<file path="src/rtl/pong_match_ctrl.sv">
// Match-level controller for two-player Pong: serve countdown, play/pause,
// scoring with optional win-by-two, ball gating and re-centre pulses.
module pong_match_ctrl #(
   parameter int WIN_SCORE    = 5,
   parameter int WIN_BY_TWO   = 0,
   parameter int SERVE_FRAMES = 60,
   parameter int SCORE_W      = $clog2(WIN_SCORE + 2)
) (
   input  logic               clk,
   input  logic               reset_n,
   input  logic               refresh_tick,
   input  logic               start,
   input  logic               pause,
   input  logic               miss_left,
   input  logic               miss_right,
   output logic [2:0]         state,
   output logic [SCORE_W-1:0] score1,
   output logic [SCORE_W-1:0] score2,
   output logic               ball_en,
   output logic               ball_rst,
   output logic               serve_dir,
   output logic               point_pulse,
   output logic               game_over,
   output logic               winner
);

   typedef enum logic [2:0] {
      ST_IDLE   = 3'd0,
      ST_SERVE  = 3'd1,
      ST_PLAY   = 3'd2,
      ST_PAUSED = 3'd3,
      ST_POINT  = 3'd4,
      ST_OVER   = 3'd5
   } state_t;

   localparam int CNT_W = (SERVE_FRAMES < 2) ? 1 : $clog2(SERVE_FRAMES + 1);
   localparam logic [CNT_W-1:0]   CNT_ONE   = CNT_W'(1);
   localparam logic [CNT_W-1:0]   CNT_LAST  = CNT_W'((SERVE_FRAMES > 0) ? SERVE_FRAMES - 1 : 0);
   localparam logic [SCORE_W-1:0] PT_ONE    = SCORE_W'(1);
   localparam logic [SCORE_W-1:0] WIN_PTS   = SCORE_W'(WIN_SCORE);
   localparam logic [SCORE_W-1:0] DEUCE_PTS = SCORE_W'(WIN_SCORE - 1);
   localparam logic [SCORE_W:0]   LEAD_PTS  = (SCORE_W + 1)'(2);

   state_t             state_r;
   logic [SCORE_W-1:0] score1_r, score2_r;
   logic [CNT_W-1:0]   cnt_r;
   logic               ball_en_r, ball_rst_r, serve_dir_r, point_pulse_r, game_over_r, winner_r;
   logic               start_q_r, pause_q_r, start_rise_r, pause_rise_r;
   logic [SCORE_W-1:0] scorer_s, other_s;
   logic               win_s, deuce_s;

   // Win and deuce evaluation; serve_dir already points at the conceding side
   always_comb begin
      if (serve_dir_r) begin
         scorer_s = score1_r;
         other_s  = score2_r;
      end else begin
         scorer_s = score2_r;
         other_s  = score1_r;
      end
      if (WIN_BY_TWO != 0) begin
         win_s = (scorer_s >= WIN_PTS) && ({1'b0, scorer_s} >= ({1'b0, other_s} + LEAD_PTS));
      end else begin
         win_s = (scorer_s == WIN_PTS);
      end
      deuce_s = (WIN_BY_TWO != 0) && (score1_r == score2_r) && (score1_r >= DEUCE_PTS);
   end

   // Button edge detection and the match state machine with registered outputs
   always_ff @(posedge clk or negedge reset_n) begin
      if (!reset_n) begin
         state_r       <= ST_IDLE;
         score1_r      <= '0;
         score2_r      <= '0;
         cnt_r         <= '0;
         ball_en_r     <= 1'b0;
         ball_rst_r    <= 1'b0;
         serve_dir_r   <= 1'b0;
         point_pulse_r <= 1'b0;
         game_over_r   <= 1'b0;
         winner_r      <= 1'b0;
         start_q_r     <= 1'b1;
         pause_q_r     <= 1'b1;
         start_rise_r  <= 1'b0;
         pause_rise_r  <= 1'b0;
      end else begin
         start_q_r     <= start;
         pause_q_r     <= pause;
         start_rise_r  <= start & ~start_q_r;
         pause_rise_r  <= pause & ~pause_q_r;
         ball_rst_r    <= 1'b0;
         point_pulse_r <= 1'b0;
         ball_en_r     <= 1'b0;
         case (state_r)
            ST_IDLE: begin
               if (start_rise_r) begin
                  state_r    <= ST_SERVE;
                  score1_r   <= '0;
                  score2_r   <= '0;
                  cnt_r      <= '0;
                  ball_rst_r <= 1'b1;
               end
            end
            ST_SERVE: begin
               if (SERVE_FRAMES == 0) begin
                  state_r   <= ST_PLAY;
                  ball_en_r <= 1'b1;
               end else if (refresh_tick) begin
                  if (cnt_r == CNT_LAST) begin
                     state_r   <= ST_PLAY;
                     ball_en_r <= 1'b1;
                     cnt_r     <= '0;
                  end else begin
                     cnt_r <= cnt_r + CNT_ONE;
                  end
               end
            end
            ST_PLAY: begin
               if (miss_left && miss_right) begin
                  state_r     <= ST_SERVE;
                  serve_dir_r <= ~serve_dir_r;
                  ball_rst_r  <= 1'b1;
                  cnt_r       <= '0;
               end else if (miss_left) begin
                  state_r       <= ST_POINT;
                  score2_r      <= score2_r + PT_ONE;
                  serve_dir_r   <= 1'b0;
                  point_pulse_r <= 1'b1;
               end else if (miss_right) begin
                  state_r       <= ST_POINT;
                  score1_r      <= score1_r + PT_ONE;
                  serve_dir_r   <= 1'b1;
                  point_pulse_r <= 1'b1;
               end else if (pause_rise_r) begin
                  state_r <= ST_PAUSED;
               end else begin
                  ball_en_r <= 1'b1;
               end
            end
            ST_PAUSED: begin
               if (pause_rise_r) begin
                  state_r   <= ST_PLAY;
                  ball_en_r <= 1'b1;
               end
            end
            ST_POINT: begin
               if (win_s) begin
                  state_r     <= ST_OVER;
                  game_over_r <= 1'b1;
                  winner_r    <= ~serve_dir_r;
               end else begin
                  // Equal scores at or past match point fall back to one below the target
                  if (deuce_s) begin
                     score1_r <= DEUCE_PTS;
                     score2_r <= DEUCE_PTS;
                  end
                  state_r    <= ST_SERVE;
                  ball_rst_r <= 1'b1;
                  cnt_r      <= '0;
               end
            end
            ST_OVER: begin
               if (start_rise_r) begin
                  state_r     <= ST_SERVE;
                  score1_r    <= '0;
                  score2_r    <= '0;
                  cnt_r       <= '0;
                  game_over_r <= 1'b0;
                  ball_rst_r  <= 1'b1;
               end
            end
            default: begin
               state_r <= ST_IDLE;
            end
         endcase
      end
   end

   assign state       = state_r;
   assign score1      = score1_r;
   assign score2      = score2_r;
   assign ball_en     = ball_en_r;
   assign ball_rst    = ball_rst_r;
   assign serve_dir   = serve_dir_r;
   assign point_pulse = point_pulse_r;
   assign game_over   = game_over_r;
   assign winner      = winner_r;

endmodule
</file>
<file path="config.mk">
export PLATFORM = sky130hd
export DESIGN_NAME = pong_match_ctrl
export DESIGN_NICKNAME = d
export VERILOG_FILES = /design/src/rtl/pong_match_ctrl.sv
export SDC_FILE = /design/constraint.sdc
export NUM_CORES = 1
export LEC_CHECK = 0
export ABC_AREA = 0
export BUFFER_PORTS_ARGS = -buffer_cell sky130_fd_sc_hd__buf_2
export CORE_ASPECT_RATIO = 1.1
export CORE_MARGIN = 10
export CORE_UTILIZATION = 56
export DETAILED_ROUTE_END_ITERATION = 7
export PLACE_DENSITY = 0.86
export SYNTH_ARGS = -nofsm -noshare
export SYNTH_HDL_FRONTEND = slang
export SYNTH_SLANG_ARGS = --single-unit
</file>
<file path="constraint.sdc">
create_clock -name clk -period 2.4 [get_ports clk]
set_input_delay 0.48 -clock clk [delete_from_list [all_inputs] [get_ports clk]]
set_output_delay 0.48 -clock clk [all_outputs]
set_load 0.005 [all_outputs]
</file>
# --- Word-level counts from Yosys, hierarchy flattened ---
# Cells that the tools add are included.
word_totals:
  ff_bits: 25
  input_bits: 7
op_classes:
  add_sub_neg: 3
  n_eq_ne: 20
  muxes: 47
  bitwise: 5
  n_reduce_logical: 14
ops:
  columns: ["op", "n"]
  rows:
  - ["$mux W3", 16]
  - ["$mux W6", 5]
  - ["$pmux W6 S4", 1]
  - ["$ne A2 B2 Y1 const B", 11]
  - ["$mux W1", 19]
  - ["$pmux W3 S5", 1]
  - ["$reduce_and A5 Y1", 3]
  - ["$pmux W3 S2", 2]
  - ["$eq A3 B3 Y1 const B", 3]
  - ["$add A3 B1 Y3 const B", 2]
  - ["$add A6 B1 Y6 const B", 1]
  - ["$eq A3 B2 Y1 const B", 2]
  - ["$eq A6 B6 Y1 const B", 1]
  - ["$pmux W1 S3", 2]
  - ["$ne A5 B5 Y1 const B", 1]
  - ["$reduce_and A2 Y1", 2]
  - ["$reduce_and A4 Y1", 1]
  - ["$reduce_bool A2 Y1", 2]
  - ["$reduce_bool A4 Y1", 1]
  - ["$eq A3 B1 Y1 const B", 1]
  - ["$logic_not A3 Y1", 1]
  - ["$not A1 Y1", 3]
  - ["$reduce_and A3 Y1", 1]
  - ["$reduce_bool A3 Y1", 1]
  - ["5 further kinds", 6]

# --- Logic depth before layout (Yosys ltp) ---
logic_depth:
  depth_word: 5
  ltp_mapped: 6
  ltp_nobuf: 6

# --- Worst setup path after synthesis ---
# OpenSTA, ideal clock, no wires.
synth_path:
  path_type: "in2reg"
  startpoint: "input miss_left"
  endpoint: "register score2_r[0] (netlist: score2[0])"
  setup_ns: 0.125
  t_arrival_ns: 1.594
  required_time_ns: 2.275
  setup_slack_ns: 0.682
  cell_stages: 5
  path_cell_list: "ha_1 and3b_1 o21ai_0 and2_1 mux2_2"
synth_via:
  elab_chain_len: 3
  elab_cells_between_ends: 4
  classes_between: "2 x eq/ne; 2 x reduce/logical"
synth_lines:
  columns: ["item", "line", "source"]
  rows:
  - ["start, declared", "14", "input logic miss_left,"]
  - ["$logic_and A1 B1 Y1", "119", "if (miss_left && miss_right) begin"]
  - ["$ne A2 B2 Y1 (no line)", null, null]
  - ["$reduce_and A4 Y1 (no line) (*)", null, null]
  - ["end signal, assigned", "126", "score2_r <= score2_r + PT_ONE;"]
  - ["end, declared", "45", "logic [SCORE_W-1:0] score1_r, score2_r;"]
# Every way passes the cells marked *; elsewhere a longest branch is shown, timed or not.
# A chain may end at the register's enable or synchronous reset.

# --- Worst setup path after layout ---
layout_path:
  startpoint: "register state_r[1] (netlist: state[1])"
  endpoint: "register cnt_r[3]"
layout_via:
  elab_chain_len: 4
  elab_cells_between_ends: 13
  classes_between: "8 x eq/ne; 1 x mux; 4 x reduce/logical"
layout_lines:
  columns: ["item", "line", "source"]
  rows:
  - ["start, declared", "44", "state_t state_r;"]
  - ["start signal, assigned", "72", "state_r <= ST_IDLE;"]
  - ["start signal, assigned", "97", "state_r <= ST_SERVE;"]
  - ["start signal, assigned", "106", "state_r <= ST_PLAY;"]
  - ["$eq A3 B3 Y1 or $logic_not A3 Y1 (tied branches)", "94", "case (state_r)"]
  - ["$reduce_or A2 Y1 (no line)", null, null]
  - ["$reduce_bool A4 Y1 (no line) or $ne A2 B1 Y1 (tied branches)", null, null]
  - ["$reduce_and A5 Y1 (no line)", null, null]
  - ["end signal, assigned", "114", "cnt_r <= cnt_r + CNT_ONE;"]
  - ["end, declared", "46", "logic [CNT_W-1:0] cnt_r;"]
# Parallel ways exist; a longest one is shown, timed or not.

==> impl_metrics.ini <==
[cts]
clk_pin_slew_ns = 0.14
ctsHoldBuffers = 0
cts_num_sinks = 25
root_buffer = clkbuf_4
cts.path.max_buffers = 2
cts.repair.resized = 0
numCtsBuffers = 3
cts_tree = yes
htree_num_levels = 1
cts_setup_buffers = 0
insertion_delay_ns = 0.32

[power_and_ir_drop]
p_leak_nw = 0.722
p_int_mw = 0.952
vdd_drop_max_v = 0.000610
sequentialPowerShare_pct = 45.5
p_clk_share_pct = 12.0
power_density_nw_per_um2 = 1010
netSwitchingFraction_pct = 41.2
p_comb_share_pct = 42.5
p_switching_mw = 0.666

[timing]
worstMarginPinSlew_ns = 0.565
rsz0062_at_grt = no
fin_tns_setup_ns = 0
hold_ws_ns = 0.125
achievable-frequency_ghz = 0.490
min_period_ns = 2.04
final-setup-viol-count = 0
finalCritPeriodShare_pct = 85.1
finalHoldViolCount = 0
drv_slew = 0
skew_ns = 0.00340
slew_headroom_pct = 62.4

[grt]
grt_max_degree = 26
track_usage_pct = 13.8
overflow = 0
grt_pass1_vias = 1189
antenna_found_initial = 0
grt_pass1_wl_um = 5490

[setup_path]
critPathSlowestCell = dfrtp_1
cp_num_buf_inv = 0
critPathCaptureType = flip-flop
crit_type = reg2reg
max_stage_delay_ns = 0.72
crit_chain = mux2i_1 > a21oi_2 > or4b_4 > o31ai_2
worstPathRequired_ns = 2.64
crit_family = flip-flops
crit_fanout = 19
start_kind = flip-flop
cp_data_arrival_time_ns = 2.29

[floorplanning]
die_area_um2 = 5040
rows = 19
fp.dieH_um = 73.5
die_w_um = 68.6
io_pins = 22
start_util_pct = 58.3
coreArea_um2 = 2500

[logic_synthesis]
ys_seq_elements = 25
ys_types = 44
syn_area_per_cell_um2 = 9.91
synth_edf_count = 0
synth.net_count = 159
synthCells = 147
ys.warnings.count = 0
synth_ff_type = dfrtp_1
synth_area_um2 = 1460
seq_area_frac_synth_pct = 43.1
synth-async-reset-ratio_pct = 100

[hold_path]
hold_path.class = in2async

[placed_design]
port_buffers = 21
dp_cells = 195
dpl_cell_area_um2 = 1570
place.gp.congestion = 0.864
hpwl_um = 2420

[outcome]
status = finished clean

[drt]
drc_errors = 0
wl_um = 3220
drtAntennaViolNets = 0
drt_first_iter_violations = 147
wl_per_cell_um = 16.2
vias_per_cell = 5.92
drtPass1Iterations = 4
num_vias = 1178

[cells_and_area]
instances_no_fill = 199
final_area_um2 = 1600
antenna-diode-count = 0
nets = 181
drive_gt1_share_pct = 22.6
synthToLayoutAreaGrowth_pct = 9.71

[job]
maxCapViolations = 0
-- state kept, by name, summed over array words and instances, names as in the netlist --
name and count:
cnt_r 6, score1 3, score2 3, state 3, ball_en 1, ball_rst 1
game_over 1, pause_q_r 1, pause_rise_r 1, point_pulse 1, serve_dir 1, start_q_r 1
start_rise_r 1, winner 1
-- per-stage QoR --
stage | utilization, % | setup WS [ns] | total power, mW
final | 64.0 | 0.358 | 1.62
after global routing | 64.0 | 0.246 | 1.75
after CTS | 64.0 | 0.401 | 1.62
after detailed placement | 63.0 | 0.438 | 1.43
after global placement | 63.0 | 0.480 | 1.38
after floorplan | - | 0.682 | 1.22
-- cell usage after synthesis (all sizes together), types with 2 or more instances --
master	count	area share, %
dfrtp	23	40
nand2	13	3.4
nor2	10	2.6
o21ai	9	3.1
inv	8	2.1
nor2b	8	3.4
nand3	7	2.4
a21oi	5	2.2
ha	5	4.3
mux2i	5	3.4
nand2b	5	2.1
buf	4	2.0
mux2	4	3.1
nor3b	4	2.1
o22ai	3	1.3
o41ai	3	1.8
a2111oi	2	1.2
a211oi	2	1.0
a21boi	2	1.0
and3	2	0.86
dfstp	2	3.6
nor4bb	2	1.4
o21a	2	1.5
o31ai	2	1.4
or2	2	0.86
-- layout make-up --
class | instances | area (um^2)
clock buffers | 4 | 26.3
flip-flops and latches | 25 | 628
multi-input cells | 110 | 769
repair buffers | 21 | 105
fillers | 210 | 898
well taps | 31 | 38.8
inverters | 8 | 30.0
-- kinds of logic after synthesis --
kind of cell             after synthesis  synth area share [%]
AND/OR/NAND/NOR                       60                  23.3
AO/OA/AOI/OAI                         36                  18.7
flip-flops                            25                  43.1
buffers and inverters                 12                  4.04
multiplexers                           9                  6.53
adder cells (fa/ha/maj)                5                  4.30
-- metal layers --
layer | vias up | track usage (%) | wire length, um
li1 | 574 | - | -
met1 | 558 | 16.2 | 1360
met2 | 36 | 23.0 | 1600
met3 | 10 | 2.58 | 186
met4 | 0 | 6.94 | 80
met5 | - | 0 | 0
-- path summary, 6_finish.rpt --
path / start / end / slack, ns / depth (start not counted)
max reg2reg: state[1] / cnt_r[3] / 0.36 / 4
max: state[1] / cnt_r[3] / 0.36 / 4
min reg2reg: pause_q_r / pause_rise_r / 0.50 / 1
min: reset_n / state[2] / 0.13 / 1
min in group clk: pause / pause_q_r / 0.25 / 1
max in group asynchronous: reset_n / pause_q_r / 1.90 / 1
-- cell usage in the layout (no fill, tap or decap), drive strengths merged, types with 2 or more instances in the layout --
master,Yosys,layout
nor2,10,10
a21oi,5,5
dfrtp,23,23
nor2b,8,8
o31ai,2,2
a21boi,2,2
ha,5,5
mux2,4,4
or2,2,2
nor4bb,2,2
nor3b,4,4
o21ai,9,9
buf,4,21
o41ai,3,3
nand2b,5,5
clkbuf,0,4
dfstp,2,2
o21a,2,2
nand3,7,7
inv,8,8
a211oi,2,2
nand2,13,13
a2111oi,2,2
o22ai,3,3
mux2i,5,5
and3,2,2
-- power groups by stage --
| stage | logic [mW] | clock network [mW] | registers, mW |
|---|---|---|---|
| 2_1_floorplan | 0.553 | 0 | 0.669 |
| 3_3_place_gp | 0.660 | 0 | 0.725 |
| 3_5_place_dp | 0.692 | 0 | 0.739 |
| 4_1_cts | 0.696 | 0.198 | 0.730 |
| 5_1_grt | 0.781 | 0.209 | 0.764 |
| 6_report | 0.687 | 0.195 | 0.737 |
(Power assumes the default switching activity.)
